===== src/rtl/csa_acc_pkg.sv =====
// Shared constants and state encoding for the carry-save accumulator.
package csa_acc_pkg;

  localparam logic [1:0] IDLE    = 2'd0;
  localparam logic [1:0] ACCUM   = 2'd1;
  localparam logic [1:0] RESOLVE = 2'd2;
  localparam logic [1:0] DONE    = 2'd3;

  localparam int unsigned COUNT_WIDTH = 8;
  localparam int unsigned SLICE       = 4;

  typedef enum logic [1:0] {
    StIdle    = IDLE,
    StAccum   = ACCUM,
    StResolve = RESOLVE,
    StDone    = DONE
  } state_e;

endpackage


===== src/rtl/carry_lookahead_adder_4.sv =====
// 4-bit carry-lookahead adder with carry in and carry out.
module carry_lookahead_adder_4 (
  input  logic [3:0] a_i,
  input  logic [3:0] b_i,
  input  logic       c_i,
  output logic [3:0] s_o,
  output logic       co_o
);

  logic [3:0] g;
  logic [3:0] p;
  logic [4:0] c;

  always_comb begin
    g    = a_i & b_i;
    p    = a_i ^ b_i;
    c[0] = c_i;
    c[1] = g[0] | (p[0] & c[0]);
    c[2] = g[1] | (p[1] & g[0]) | (p[1] & p[0] & c[0]);
    c[3] = g[2] | (p[2] & g[1]) | (p[2] & p[1] & g[0]) | (p[2] & p[1] & p[0] & c[0]);
    c[4] = g[3] | (p[3] & g[2]) | (p[3] & p[2] & g[1]) | (p[3] & p[2] & p[1] & g[0])
         | (p[3] & p[2] & p[1] & p[0] & c[0]);
    s_o  = p ^ c[3:0];
    co_o = c[4];
  end

endmodule


===== src/rtl/full_adder.sv =====
// Single-bit full adder; one instance per bit forms the 3:2 carry-save row.
module full_adder (
  input  logic a_i,
  input  logic b_i,
  input  logic c_i,
  output logic s_o,
  output logic co_o
);

  always_comb begin
    s_o  = a_i ^ b_i ^ c_i;
    co_o = (a_i & b_i) | (c_i & (a_i ^ b_i));
  end

endmodule


===== src/rtl/csa_accumulator.sv =====
// Streaming accumulator: carry-save absorption per operand, then a nibble-serial
// carry-lookahead resolve of the redundant (sum, carry) pair.
module csa_accumulator
  import csa_acc_pkg::*;
#(
  parameter int unsigned WIDTH     = 4,
  parameter int unsigned ACC_WIDTH = 8
) (
  input  logic                   clk,
  input  logic                   rst_n,
  input  logic                   in_valid,
  output logic                   in_ready,
  input  logic [WIDTH-1:0]       in_data,
  input  logic                   in_last,
  output logic                   out_valid,
  input  logic                   out_ready,
  output logic [ACC_WIDTH-1:0]   out_sum,
  output logic                   out_overflow,
  output logic [COUNT_WIDTH-1:0] out_count
);

  localparam int unsigned NumSlices = ACC_WIDTH / SLICE;
  localparam int unsigned IdxW      = (NumSlices > 1) ? $clog2(NumSlices) : 1;

  state_e                 state_q, state_d;
  logic [ACC_WIDTH-1:0]   s_q, s_d;
  logic [ACC_WIDTH-1:0]   c_q, c_d;
  logic [ACC_WIDTH-1:0]   r_q, r_d;
  logic                   cy_q, cy_d;
  logic                   ovf_q, ovf_d;
  logic [COUNT_WIDTH-1:0] count_q, count_d;
  logic [IdxW-1:0]        slice_q, slice_d;

  logic [ACC_WIDTH-1:0] op_ext;
  logic [ACC_WIDTH-1:0] c_shift;
  logic [ACC_WIDTH-1:0] fa_s;
  logic [ACC_WIDTH-1:0] fa_c;
  logic [SLICE-1:0]     s_nib;
  logic [SLICE-1:0]     c_nib;
  logic [SLICE-1:0]     cla_s;
  logic                 cla_co;

  assign op_ext  = ACC_WIDTH'(in_data);
  // Carries carry weight 2; the top carry bit leaves the word on the shift.
  assign c_shift = {c_q[ACC_WIDTH-2:0], 1'b0};

  for (genvar i = 0; i < ACC_WIDTH; i++) begin : g_csa
    full_adder u_fa (
      .a_i  (s_q[i]),
      .b_i  (c_shift[i]),
      .c_i  (op_ext[i]),
      .s_o  (fa_s[i]),
      .co_o (fa_c[i])
    );
  end

  assign s_nib = s_q[slice_q*SLICE +: SLICE];
  assign c_nib = c_shift[slice_q*SLICE +: SLICE];

  carry_lookahead_adder_4 u_cla (
    .a_i  (s_nib),
    .b_i  (c_nib),
    .c_i  (cy_q),
    .s_o  (cla_s),
    .co_o (cla_co)
  );

  always_comb begin
    state_d = state_q;
    s_d     = s_q;
    c_d     = c_q;
    r_d     = r_q;
    cy_d    = cy_q;
    ovf_d   = ovf_q;
    count_d = count_q;
    slice_d = slice_q;
    unique case (state_q)
      StIdle: begin
        if (in_valid) begin
          s_d     = op_ext;
          c_d     = '0;
          count_d = COUNT_WIDTH'(1);
          ovf_d   = 1'b0;
          cy_d    = 1'b0;
          slice_d = '0;
          state_d = in_last ? StResolve : StAccum;
        end
      end
      StAccum: begin
        if (in_valid) begin
          s_d = fa_s;
          c_d = fa_c;
          if (c_q[ACC_WIDTH-1]) ovf_d = 1'b1;
          if (count_q != '1) count_d = count_q + 1'b1;
          if (in_last) begin
            cy_d    = 1'b0;
            slice_d = '0;
            state_d = StResolve;
          end
        end
      end
      StResolve: begin
        r_d[slice_q*SLICE +: SLICE] = cla_s;
        cy_d = cla_co;
        if (slice_q == IdxW'(NumSlices - 1)) begin
          ovf_d   = ovf_q | cla_co;
          state_d = StDone;
        end else begin
          slice_d = slice_q + 1'b1;
        end
      end
      StDone: begin
        if (out_ready) state_d = StIdle;
      end
      default: state_d = StIdle;
    endcase
  end

  always_ff @(posedge clk or negedge rst_n) begin
    if (!rst_n) begin
      state_q <= StIdle;
      s_q     <= '0;
      c_q     <= '0;
      r_q     <= '0;
      cy_q    <= 1'b0;
      ovf_q   <= 1'b0;
      count_q <= '0;
      slice_q <= '0;
    end else begin
      state_q <= state_d;
      s_q     <= s_d;
      c_q     <= c_d;
      r_q     <= r_d;
      cy_q    <= cy_d;
      ovf_q   <= ovf_d;
      count_q <= count_d;
      slice_q <= slice_d;
    end
  end

  always_comb begin
    in_ready     = (state_q == StIdle) || (state_q == StAccum);
    out_valid    = (state_q == StDone);
    out_sum      = out_valid ? r_q : '0;
    out_overflow = out_valid ? ovf_q : 1'b0;
    out_count    = out_valid ? count_q : '0;
  end

endmodule


===== config.mk =====
export PLATFORM = sky130hd
export DESIGN_NAME = csa_accumulator
export DESIGN_NICKNAME = d
export VERILOG_FILES = /design/src/rtl/csa_acc_pkg.sv /design/src/rtl/carry_lookahead_adder_4.sv /design/src/rtl/full_adder.sv /design/src/rtl/csa_accumulator.sv
export SDC_FILE = /design/constraint.sdc
export NUM_CORES = 1
export LEC_CHECK = 0
export BUFFER_PORTS_ARGS = -buffer_cell sky130_fd_sc_hd__buf_4
export CORE_MARGIN = 3
export CORE_UTILIZATION = 54
export CTS_BUF_LIST = sky130_fd_sc_hd__clkbuf_4
export DETAILED_ROUTE_END_ITERATION = 7
export PLACE_DENSITY = 0.9
export SLEW_MARGIN = 0
export SYNTH_ARGS = -nofsm -noshare
export SYNTH_HDL_FRONTEND = slang
export SYNTH_HIERARCHICAL = 1
export SYNTH_SLANG_ARGS = --single-unit

===== constraint.sdc =====
create_clock -name clk -period 2.65 [get_ports clk]
set_clock_uncertainty 0.1 [all_clocks]
set_input_delay 0.1325 -clock clk [delete_from_list [all_inputs] [get_ports clk]]
set_output_delay 0.1325 -clock clk [all_outputs]
set_load 0.05 [all_outputs]

# After elaboration in Yosys (flattened, before gate mapping)
# Index checks and enable logic that the tools add are counted.
[totals]
ff_bits = 37
latch_bits = 0
ramBits = 0
romBits = 0
out_inout_bits = 19
word_cells = 121
n_memories = 0
[classes]
n_addsub = 3
n_mul = 0
n_div = 0
n_lt_le_gt_ge = 0
n_eq_ne = 11
shifts = 4
muxes = 31
bitwise_logic = 55
n_reduce_logical = 9
[op_table]
columns = ["cell", "count"]
rows = [
  ["$mux W8", 9],
  ["$pmux W8 S2", 3],
  ["$neg A3 Y34", 1],
  ["$shift A4 B34 Y8 const A", 1],
  ["$shiftx A4 B34 Y8", 1],
  ["$and A1 B1 Y1", 27],
  ["$shiftx A8 B4 Y4", 2],
  ["$or A1 B1 Y1", 14],
  ["$mux W2", 6],
  ["$ne A2 B2 Y1 const B", 6],
  ["$xor A1 B1 Y1", 11],
  ["$reduce_and A5 Y1", 2],
  ["$pmux W1 S3", 3],
  ["$add A8 B1 Y8 const B", 1],
  ["$bwmux W8", 1],
  ["$mux W1", 8],
  ["$ne A8 B8 Y1 const B", 1],
  ["$pmux W2 S4", 1],
  ["$reduce_and A4 Y1", 2],
  ["$xor A4 B4 Y4", 2],
  ["$and A4 B4 Y4", 1],
  ["$eq A2 B2 Y1 const B", 2],
  ["$reduce_and A3 Y1", 1],
  ["$reduce_bool A3 Y1", 1],
  ["other kinds (6)", 6],
]

# Logic depth before layout (Yosys ltp)
# Gate-level depths: netlist (run 1).
[depth]
word_depth = 10
depth_mapped = 9
depth_no_buf = 8

# Hierarchy
# The synthesis (run 1) kept the hierarchy.
[modules_own_cells]
columns = ["module", "instances", "cells_per_inst", "area_per_inst_um2", "seq_area_each_um2"]
rows = [
  ["csa_accumulator", 1, 181, 1934.4, 925.9],
  ["full_adder", 8, 1, 20.0, 0.0],
  ["carry_lookahead_adder_4", 1, 17, 147.6, 0.0],
]

# Worst setup path after synthesis (run 1)
# Ideal clock, no wire load.
[synth_path]
path_kind = "reg-to-reg"
startpoint = "register slice_q"
endpoint = "register ovf_q"
setup_ps = 133
arrival_ps = 2316
t_required_ps = 2417
path_slack_ps = 101
path_stages_with_launch = 10
n_path_buf = 1
synth_period_minus_slack_ps = 2549
cell_sequence = "dfrtp_1 -> clkbuf_1 -> mux2_2 -> ha_1 -> a21o_1 -> a31o_1 -> a21o_1 -> or2_2 -> a31oi_1 -> a31oi_1"
[synth_between]
elab_cells_between_ends = 20
classes_between = "eq/ne (1); shift (2); mux (2); bitwise (14); reduce/logical (1)"
[synth_rtl]
columns = ["element", "line", "rtl"]
rows = [
  ["from (decl)", "csa_accumulator.sv:32", "logic [IdxW-1:0] slice_q, slice_d;"],
  ["from (signal assigned)", "csa_accumulator.sv:137", "slice_q <= slice_d;"],
  ["$shiftx A8 B4 Y4 *", "csa_accumulator.sv:57", "assign s_nib = s_q[slice_q*SLICE +: SLICE];"],
  ["named net s_nib[0]", "csa_accumulator.sv:38", "logic [SLICE-1:0] s_nib;"],
  ["$and A4 B4 Y4 / $xor A4 B4 Y4 (equally long branches)", "carry_lookahead_adder_4.sv:15, carry_lookahead_adder_4.sv:16", ""],
  ["$and A1 B1 Y1, on equally long branches", "carry_lookahead_adder_4.sv:21, carry_lookahead_adder_4.sv:22", ""],
  ["$or A1 B1 Y1 / $and A1 B1 Y1 (equally long branches)", "carry_lookahead_adder_4.sv:21, carry_lookahead_adder_4.sv:22", ""],
  ["$or A1 B1 Y1 *", "carry_lookahead_adder_4.sv:22", "| (p[3] & p[2] & p[1] & p[0] & c[0]);"],
  ["named net cla_co", "csa_accumulator.sv:41", "logic cla_co;"],
  ["$or A1 B1 Y1 *", "csa_accumulator.sv:106", "ovf_d = ovf_q | cla_co;"],
  ["$mux W1 *", "csa_accumulator.sv:105", "if (slice_q == IdxW'(NumSlices - 1)) begin"],
  ["$pmux W1 S3 *", "csa_accumulator.sv:77", "unique case (state_q)"],
  ["to (signal assigned)", "csa_accumulator.sv:135", "ovf_q <= ovf_d;"],
  ["to (decl)", "csa_accumulator.sv:30", "logic ovf_q, ovf_d;"],
]
# Mark *: on every way through the listed nets, which the timed path passes. The rest lies on a longest branch. The select of a mux whose other input is x is not followed.
# A chain may end at the register's enable or synchronous reset.

# Final worst setup path (run 1)
# Same ends and word-level chain as after synthesis.

==> summary.txt, run 1 <==
Outcome
  – Status: completed

Clocking
  – Bufs on Longest Clock Path: 2
  – Clock H-tree levels: 2
  – Clk_lat worst skew: 0.35 ns
  – Clk sinks: 37
  – Post-CTS setup buffers: 0
  – Worst-path clk slew: 0.11 ns
  – CTS Root Cell: clkbuf_4
  – Num CTS Buffers: 5
  – CTS tree: built

Synth
  – Number of flops mapped to enable cells by yosys: 0
  – Mapped Cells: 206
  – Post-synth top flop: dfrtp_1
  – Synth async-reset ratio: 100.0%
  – Syn Area/Cell: 10.88 um2
  – Synth cell types: 36
  – #FFs+latches synth: 37
  – Top cell type's share of synthesized area: 41.29%
  – Synth warn: 6
  – Synthesized cell area: 0.002242 mm2
  – Sequential fraction of the synthesis area: 41.29%
  – Yosys top cell by area: dfrtp_1
  – Largest cells by area after synthesis: dfrtp_1 (41%), fa_1 (8.0%), mux2_2 (8.0%)

Min path
  – Worst Hold Class: in2reg
  – Hold Path Depth: 3

Setup path
  – CP Capture Type: flip-flop
  – CP arrival: 2.64 ns
  – Worst path required time: 2.79 ns
  – Type of origin of the critical path: flip-flop
  – CP Class: reg2reg
  – Worst R2R Path Depth: 8
  – CP max FO: 9

Detailed routing
  – Routed Antenna Nets: 0
  – DR WL/cell: 15.69 um
  – Vias per std cell: 5.639
  – # DRC: 0
  – Routed WL: 4565 um
  – Initial DRC count: 153
  – Initial DRT Pass Iterations: 4
  – Via count: 1641

Global route
  – GRT overflow: 0
  – First-pass GRT wire length: 7955 um
  – Largest net degree at the start of global routing: 38
  – Initial antenna violation count: 0
  – Vias in the first global route: 1659
  – Tot GR Track Use: 20.32%

Pwr
  – Internal power: 1.588 mW
  – Design Power: 2.879 mW
  – Clk pwr share: 10.6%
  – Power density over the cells: 1108 mW/mm2
  – Comb pwr share: 54.7%
  – Seq pwr share: 34.8%
  – Max IR drop VDD: 478.0 uV
  – Switching share of power: 44.83%
  – NetSw: 1.290 mW
  – Static Leakage: 1.279 nW

STA
  – Tcrit/Tclk final: 94.48%
  – Setup TNS: 0 ns
  – Slew HR: 61.31%
  – Fin crit period: 2.504 ns
  – Final Max Slew Viols: 0
  – Final Hold Viols: 0
  – Max Clk Rate: 0.3994 GHz
  – Setup ws final: 0.1463 ns
  – Final Setup Violations: 0
  – Worst Max-Slew Pin Slew: 0.5803 ns
  – RSZ-0062 raised after global routing: false

Layout
  – Layout cells sized above 1: 24.28%
  – Diodes inserted: 0
  – Reg area: 927.1 um2
  – Fill count: 283
  – Final net count: 272
  – P&R area growth vs syn: 15.90%
  – Area of the multi-input gates: 0.001271 mm2
  – Final instance area: 0.002599 mm2

Floorplan
  – Core area: 0.003826 mm2
  – Chip Height: 70.44 um
  – Io pins: 28
  – Initial Util: 58.60%
  – Die Area: 0.004961 mm2
  – FP Rows: 22
  – Die W: 70.44 um

Placement
  – DP HPWL: 3329 um
  – Port bufs: 27
  – Gpl congestion: 0.7414
  – DP Area: 0.002512 mm2
  – Pre-CTS WS: 0.08230 ns

Job
  – Max-cap viol count: 0
-- power groups by stage --
stage,clock (mW),combinational (mW),sequential (mW)
3_5_place_dp,0,1.57,1.02
4_1_cts,0.311,1.59,1.00
3_3_place_gp,0,1.50,1.00
2_1_floorplan,0,1.24,0.926
5_1_grt,0.333,1.73,1.03
6_report,0.304,1.57,1.00
-- logic make-up (layout without fill, tap and decap cells) --
family	Yosys count	after routing	synth area share, %
adders and majority gates	21	21	14.73
other	1	5	0.1673
DFF	37	37	41.29
muxes	24	24	11.61
AOI/OAI and AO/OA	41	41	13.39
buffers and inverters	16	49	2.679
and+or+nand+nor	63	63	14.96
xor gates and xnor gates	3	3	1.172
-- synthesized netlist by cell type, drive strengths merged, types with 3 or more instances --
cell and n:
o21ai 15, fa 9, nand2 20, nand4 3, ha 12, a22o 13
nor3 3, dfrtp 37, mux2i 8, a21o 3, clkbuf 7, inv 8
nor2b 4, nand3 5, and2 20, mux2 16
-- routing by layer --
layer	global-route usage, %	wire length [um]
met5	0	0
met4	8.298	72
met3	3.453	211
met2	33.89	2320
met1	25.99	1960
-- stage by stage --
stage | hold slack, ns | cells | util, %
global route | 0.03146 | 291 | 67.92
CTS | 0.001457 | 291 | 67.89
detailed placement | 0.02378 | 280 | 65.66
finish | 0.01790 | 291 | 67.92
floorplan | -0.2631 | 210 | -
global placement | 0.02184 | 280 | 65.66
-- repair_timing --
item	in CTS	in global routing
hold buffers	3	0
endpoints found under the setup margin	0	1
resized for setup	0	1
endpoints found under the hold margin	39	0
-- registers in the layout, summed over array words and instances, names as in the netlist --
signal,cells
s_q,8
slice_q,1
r_q,8
ovf_q,1
count_q,8
c_q,8
cy_q,1
state_q,2
-- cells in the final DEF, fill, tap and decap left out, types with 2 or more instances in the layout --
cell	Yosys	routed
dlygate4sd3_1	0	3
clkinv_2	0	2
clkbuf_4	0	6
nand3_1	5	5
nor2b_1	4	4
mux2_2	16	16
nor3_1	3	3
xnor2_1	2	2
nand4_1	3	3
inv_1	8	8
a31oi_1	2	2
fa_1	9	9
ha_1	12	12
buf_4	0	30
and2_1	20	20
a21o_1	3	3
dfrtp_1	37	36
o21ai_0	14	14
conb_1	1	5
or2_2	2	2
nor2_1	2	2
mux2i_1	8	8
nand2_1	20	20
a22o_1	13	13
-- path summary, 6_finish.rpt --
| check | startpoint | end | slack [ns] |
|---|---|---|---|
| worst max register to register | slice_q | ovf_q | 0.15 |
| worst min register to register | r_q[7] | r_q[7] | 0.41 |
| worst max-delay path | slice_q | ovf_q | 0.15 |
| worst min-delay path | in_data[1] | s_q[1] | 0.02 |
| min in group asynchronous | rst_n | count_q[2] | 0.16 |
| max in group asynchronous | rst_n | slice_q | 1.93 |
-- worst max-delay path, cell delays in order, from the launching register on --
cell	delay (ns)
dfrtp_2	0.49
mux2_2	0.38
ha_1	0.30
a21o_1	0.20
a31o_1	0.25
a21o_1	0.20
or2_2	0.29
a31oi_1	0.14
a31oi_1	0.05
-- final cells by class --
class,instances,share of cell area [%]
multi-input combinational,157,48.92
sequential,37,35.68
timing repair buffer,33,9.822
tap,48,2.311
clock buffer,6,1.733
inverter,8,1.156
clock inverter,2,0.3852
(Power assumes the default switching activity.)
==> run 2: changes to the inputs <==
--- a/config.mk
+++ b/config.mk
@@ -7,10 +7,10 @@
 export LEC_CHECK = 0
 export BUFFER_PORTS_ARGS = -buffer_cell sky130_fd_sc_hd__buf_4
 export CORE_MARGIN = 3
-export CORE_UTILIZATION = 54
+export CORE_UTILIZATION = 55
 export CTS_BUF_LIST = sky130_fd_sc_hd__clkbuf_4
 export DETAILED_ROUTE_END_ITERATION = 7
-export PLACE_DENSITY = 0.9
+export PLACE_DENSITY = 0.88
 export SLEW_MARGIN = 0
 export SYNTH_ARGS = -nofsm -noshare
 export SYNTH_HDL_FRONTEND = slang
==> constraint.sdc (replaced) <==
create_clock -name clk -period 3.2 [get_ports clk]
set_clock_uncertainty 0.1 [all_clocks]
set_input_delay 0.16 -clock clk [delete_from_list [all_inputs] [get_ports clk]]
set_output_delay 0.16 -clock clk [all_outputs]
set_load 0.05 [all_outputs]
==> run 2 against run 1 <==
Compared with the run above: non-clock buffer count down 4; power shrank 19%; sequential cell count did not move; count of clock-buffer cells in the layout is the same; final cell count is 1.7% lower; clock power decreased by 23%; sequential share of layout area increased by 0.54 points; highest routed layer unchanged; via count fell by 0.85%; sequential power decreased by 17%; first-iteration DRC count decreased by 29%; critical path type unchanged; cell area fell by 1.6%; critical endpoint unchanged; largest power group unchanged.
==> summary.txt, run 2 (synthesized netlist as in run 1, its figures left out) <==
Global route
  – GRT overflow: 0
  – Largest net degree at the start of global routing: 38
  – Initial antenna violation count: 0
  – First-pass GRT wire length: 7362 um
  – Vias in the first global route: 1591
  – Tot GR Track Use: 19.10%

Layout
  – Most common cell after layout, fill and taps aside: dfrtp_1
  – Final instance area: 0.002556 mm2
  – Final net count: 268
  – Commonest non-fill, non-tap cells in the layout: dfrtp_1 (37), buf_4 (28), and2_1 (20), nand2_1 (20), mux2_2 (16)
  – Layout cells sized above 1: 22.69%
  – Diodes inserted: 0
  – P&R area growth vs syn: 14.01%

Placement
  – DP HPWL: 3169 um
  – DP Area: 0.002497 mm2
  – Port bufs: 27
  – Gpl congestion: 0.7734
  – Pre-CTS WS: 0.6266 ns

Setup path
  – CP Class: reg2reg
  – Type of origin of the critical path: flip-flop
  – CP arrival: 2.72 ns
  – Cell family contributing the most delay on the critical path: compound AO/OA/AOI/OAI gates
  – CP max FO: 11
  – Worst path required time: 3.33 ns
  – Crit path buffers/inverters: 0
  – Critical Path Slowest Stage Cell: dfrtp_1
  – CP Cell Sequence: mux2_2, ha_1, a21o_1, a31o_1, a21o_1, or2_2, a31oi_1, a31oi_1
  – Register-to-register setup slack: 0.61 ns
  – CP Capture Type: flip-flop
  – Max stage delay on crit path: 0.57 ns

Clocking
  – Clock H-tree levels: 2
  – Bufs on Longest Clock Path: 2
  – Clk_lat worst skew: 0.34 ns
  – Num CTS Buffers: 5
  – Hold buffer count at cts: 1
  – CTS Root Cell: clkbuf_4
  – Clk sinks: 37
  – CTS resizes: 0
  – Worst-path clk slew: 0.10 ns
  – CTS tree: built
  – Post-CTS setup buffers: 0

Detailed routing
  – Via count: 1627
  – Initial DRT Pass Iterations: 4
  – Routed WL: 4270 um
  – Initial DRC count: 108
  – DR WL/cell: 14.93 um
  – Vias per std cell: 5.689
  – # DRC: 0
  – Routed Antenna Nets: 0

Outcome
  – Status: completed

STA
  – Setup TNS: 0 ns
  – Final Max Slew Viols: 0
  – Max Clk Rate: 0.3858 GHz
  – Worst Max-Slew Pin Slew: 0.6493 ns
  – Final Setup Violations: 0
  – RSZ-0062 raised after global routing: false
  – Final Hold Viols: 0
  – Slew HR: 56.63%
  – Setup ws final: 0.6082 ns
  – Hold WS: 0.01811 ns
  – Fin crit period: 2.592 ns
  – Tcrit/Tclk final: 80.99%

Pwr
  – Power density over the cells: 913.2 mW/mm2
  – Max IR drop VDD: 438.4 uV
  – Static Leakage: 1.255 nW

Floorplan
  – Io pins: 28
  – FP Rows: 22
  – Die W: 69.85 um
  – Initial Util: 59.03%
  – Chip Height: 69.85 um
  – Die Area: 0.004879 mm2
  – Core area: 0.003799 mm2

Min path
  – Worst Hold Class: in2reg

Job
  – Max-cap viol count: 0
## run 2: per-layer routing
metal | track usage, % | vias to the layer above | part of all wire (%)
met5 | 0 | - | 0
met4 | 8.511 | 0 | 2.4
met3 | 4.748 | 11 | 5.2
met2 | 29.91 | 48 | 48
met1 | 25.07 | 787 | 45
li1 | - | 781 | -
## run 2: where the power goes
| group | switching, mW | leakage [nW] | internal, mW | total, mW |
|---|---|---|---|---|
| Clock | 0.147 | 0.0292 | 0.0882 | 0.235 |
| Sequential | 0.186 | 0.483 | 0.645 | 0.831 |
| Combinational | 0.707 | 0.743 | 0.562 | 1.27 |
## run 2: worst paths after layout
kind                              endpoint  cells past startpoint        from
worst max-delay path                 ovf_q                      8     slice_q
worst min-delay path                s_q[0]                      3  in_data[0]
worst max register to register       ovf_q                      8     slice_q
worst min register to register      r_q[5]                      1      r_q[5]
max in group asynchronous           r_q[4]                      2       rst_n
min in group asynchronous       count_q[2]                      2       rst_n
## run 2: worst register-to-register path: stages (launching register included)
cell	delay, ns
dfrtp_1	0.57
mux2_2	0.39
ha_1	0.34
a21o_1	0.19
a31o_1	0.22
a21o_1	0.19
or2_2	0.29
a31oi_1	0.13
a31oi_1	0.06
## run 2: final cells by class
type,instances,area [um2]
fill,298,1242
timing repair buffer,29,220.2
clock buffer,6,45.04
sequential,37,925.9
inverter,8,30.03
clock inverter,1,3.754
tap,48,60.06
multi-input combinational,157,1271
## run 2: through the flow
stage	std cells	utilization [%]	total power, mW
2_1_floorplan	210	-	1.794
3_3_place_gp	278	65.74	2.053
3_5_place_dp	278	65.74	2.116
4_1_cts	286	67.29	2.353
5_1_grt	286	67.29	2.535
6_report	286	67.29	2.334
==> run 3: changes to the inputs <==
==> constraint.sdc (replaced) <==
create_clock -name clk -period 2.7 [get_ports clk]
set_clock_uncertainty 0.1 [all_clocks]
set_input_delay 0.135 -clock clk [delete_from_list [all_inputs] [get_ports clk]]
set_output_delay 0.135 -clock clk [all_outputs]
set_load 0.05 [all_outputs]
==> run 3 against run 2 <==
Compared with the run above: first-iteration DRC count increased by 23%; non-clock buffer count grew 1; setup slack worse by 0.45 ns; core utilization grew 1.1 points; wire length up 2.7%; sequential cell count is the same; final cell count increased by 0.70%; via count decreased by 0.18%; highest routed layer unchanged.
==> summary.txt, run 3 (synthesized netlist as in run 1, its figures left out) <==
Setup path
  – Max stage delay on crit path: 0.50 ns
  – Worst r2r src: slice_q
  – Crit path buffers/inverters: 0
  – Crit path from: slice_q
  – CP Class: reg2reg
  – CP Depth: 8
  – Reg-to-reg endpoint: ovf_q
  – Critical Path Slowest Stage Cell: dfrtp_2
  – Register-to-register setup slack: 0.16 ns
  – Worst path required time: 2.81 ns
  – CP arrival: 2.65 ns
  – CP Capture Type: flip-flop
  – CP max FO: 11
  – CP Cell Sequence: mux2_2, ha_1, a21o_1, a31o_1, a21o_1, or2_2, a31oi_1, a31oi_1
  – Last element of the critical path: ovf_q
  – Type of origin of the critical path: flip-flop
  – Cell family contributing the most delay on the critical path: compound AO/OA/AOI/OAI gates
  – Worst R2R Path Depth: 8

Detailed routing
  – Initial DRC count: 133
  – # DRC: 0
  – DR WL/cell: 15.23 um
  – Routed Antenna Nets: 0
  – Via count: 1624
  – Vias per std cell: 5.639
  – Routed WL: 4387 um
  – Initial DRT Pass Iterations: 4

Pwr
  – Static Leakage: 1.272 nW
  – Internal power: 1.639 mW
  – NetSw: 1.254 mW
  – Switching share of power: 43.36%
  – Design Power: 2.893 mW
  – Comb pwr share: 52.5%
  – Seq pwr share: 34.2%
  – Max IR drop VDD: 516.1 uV
  – Power density over the cells: 1114 mW/mm2
  – Clk pwr share: 13.3%

Outcome
  – Status: completed

Global route
  – Largest net degree at the start of global routing: 38
  – Initial antenna violation count: 0
  – Tot GR Track Use: 19.54%
  – Vias in the first global route: 1615
  – GRT overflow: 0
  – First-pass GRT wire length: 7603 um

Clocking
  – Clk sinks: 37
  – Clock H-tree levels: 2
  – Num CTS Buffers: 5
  – Bufs on Longest Clock Path: 2
  – CTS tree: built
  – Clk_lat worst skew: 0.35 ns
  – Worst-path clk slew: 0.11 ns
  – CTS Root Cell: clkbuf_4

STA
  – Hold WS: 0.001836 ns
  – Final Max Slew Viols: 0
  – Final Hold Viols: 0
  – Fin crit period: 2.537 ns
  – Slew HR: 59.97%
  – Setup TNS: 0 ns
  – Max Clk Rate: 0.3942 GHz
  – RSZ-0062 raised after global routing: false
  – Worst Max-Slew Pin Slew: 0.5992 ns
  – Tcrit/Tclk final: 93.97%
  – Final Setup Violations: 0

Floorplan
  – FP Rows: 22
  – Core area: 0.003799 mm2
  – Chip Height: 69.85 um
  – Io pins: 28
  – Initial Util: 59.03%
  – Die Area: 0.004879 mm2
  – Die W: 69.85 um

Layout
  – Layout cells sized above 1: 23.33%
  – Fill count: 295
  – Final net count: 269
  – Commonest non-fill, non-tap cells in the layout: dfrtp_1 (36), buf_4 (28), and2_1 (20), nand2_1 (20), mux2_2 (16)
  – Fin cells: 288
  – Most common cell after layout, fill and taps aside: dfrtp_1
  – Diodes inserted: 0
  – P&R area growth vs syn: 15.85%

Placement
  – Port bufs: 27
  – Placed instance count: 278
  – Gpl congestion: 0.7671
  – DP HPWL: 3163 um

Min path
  – Worst Hold Class: in2reg

Job
  – Max-cap viol count: 0
==> run 3: cell types whose count changed in the layout (fill, tap and decap cells not counted), sizes merged <==
cell and change:
dlygate4sd3 +1, bufinv +1
==> run 3: routing by layer <==
metal	vias to the layer above	routed length (um)	GRT usage (%)
met3	8	205	4.460
met1	789	1975	26.43
met4	0	78	6.596
met5	-	0	0
met2	40	2128	31.06
li1	787	-	-
==> run 3: worst min-delay path by stage <==
stage | from | to | slack [ns] | depth (start not counted)
floorplan | rst_n | c_q[0] | -0.26 | 0
global placement | rst_n | count_q[6] | 0.02 | 1
detailed placement | rst_n | count_q[2] | 0.03 | 1
CTS | in_last | state_q[0] | 0.002 | 4
global route | in_last | state_q[0] | 0.008 | 4
finish | in_last | state_q[0] | 0.002 | 4
==> run 3: metrics by stage <==
| step | instance area (um2) | setup slack [ns] | util [%] |
|---|---|---|---|
| 2_1_floorplan | 2257 | 0.1507 | - |
| 5_1_grt | 2597 | 0.01625 | 68.38 |
| 3_3_place_gp | 2497 | 0.2030 | 65.74 |
| 4_1_cts | 2596 | 0.08287 | 68.35 |
| 3_5_place_dp | 2497 | 0.1174 | 65.74 |
| 6_report | 2597 | 0.1629 | 68.38 |
==> run 3: timing repair <==
item                                    in CTS  in global routing
endpoints found under the setup margin       0                  1
gates resized for setup                      0                  1
hold endpoints to repair                    38                  0
setup buffers                                0                  0
hold buffers                                 2                  0
==> run 3: cell type report <==
type | count | area (um2) | area share, %
clock buffers | 6 | 45.04 | 1.734
flip-flops and latches | 37 | 927.1 | 35.69
inverters | 8 | 30.03 | 1.156
multi-input cells | 157 | 1271 | 48.94
clock inverters | 2 | 33.78 | 1.301
well taps | 48 | 60.06 | 2.312
repair buffers | 30 | 230.2 | 8.863
==> run 3: power groups by stage <==
| stage | Combinational, mW | Sequential [mW] | Clock [mW] |
|---|---|---|---|
| floorplan | 1.22 | 0.909 | 0 |
| CTS | 1.52 | 0.990 | 0.391 |
| finish | 1.52 | 0.990 | 0.384 |
| global placement | 1.45 | 0.987 | 0 |
| global route | 1.68 | 1.02 | 0.420 |
| detailed placement | 1.51 | 0.997 | 0 |
==> run 3: worst min-delay path: cells and delay by family <==
| kind | cells | cell delay (ns) |
|---|---|---|
| buffers and inverters | 1 | 0.09 |
| muxes | 1 | 0.07 |
| and+or+nand+nor | 1 | 0.04 |
| AOI/OAI and AO/OA | 1 | 0.06 |
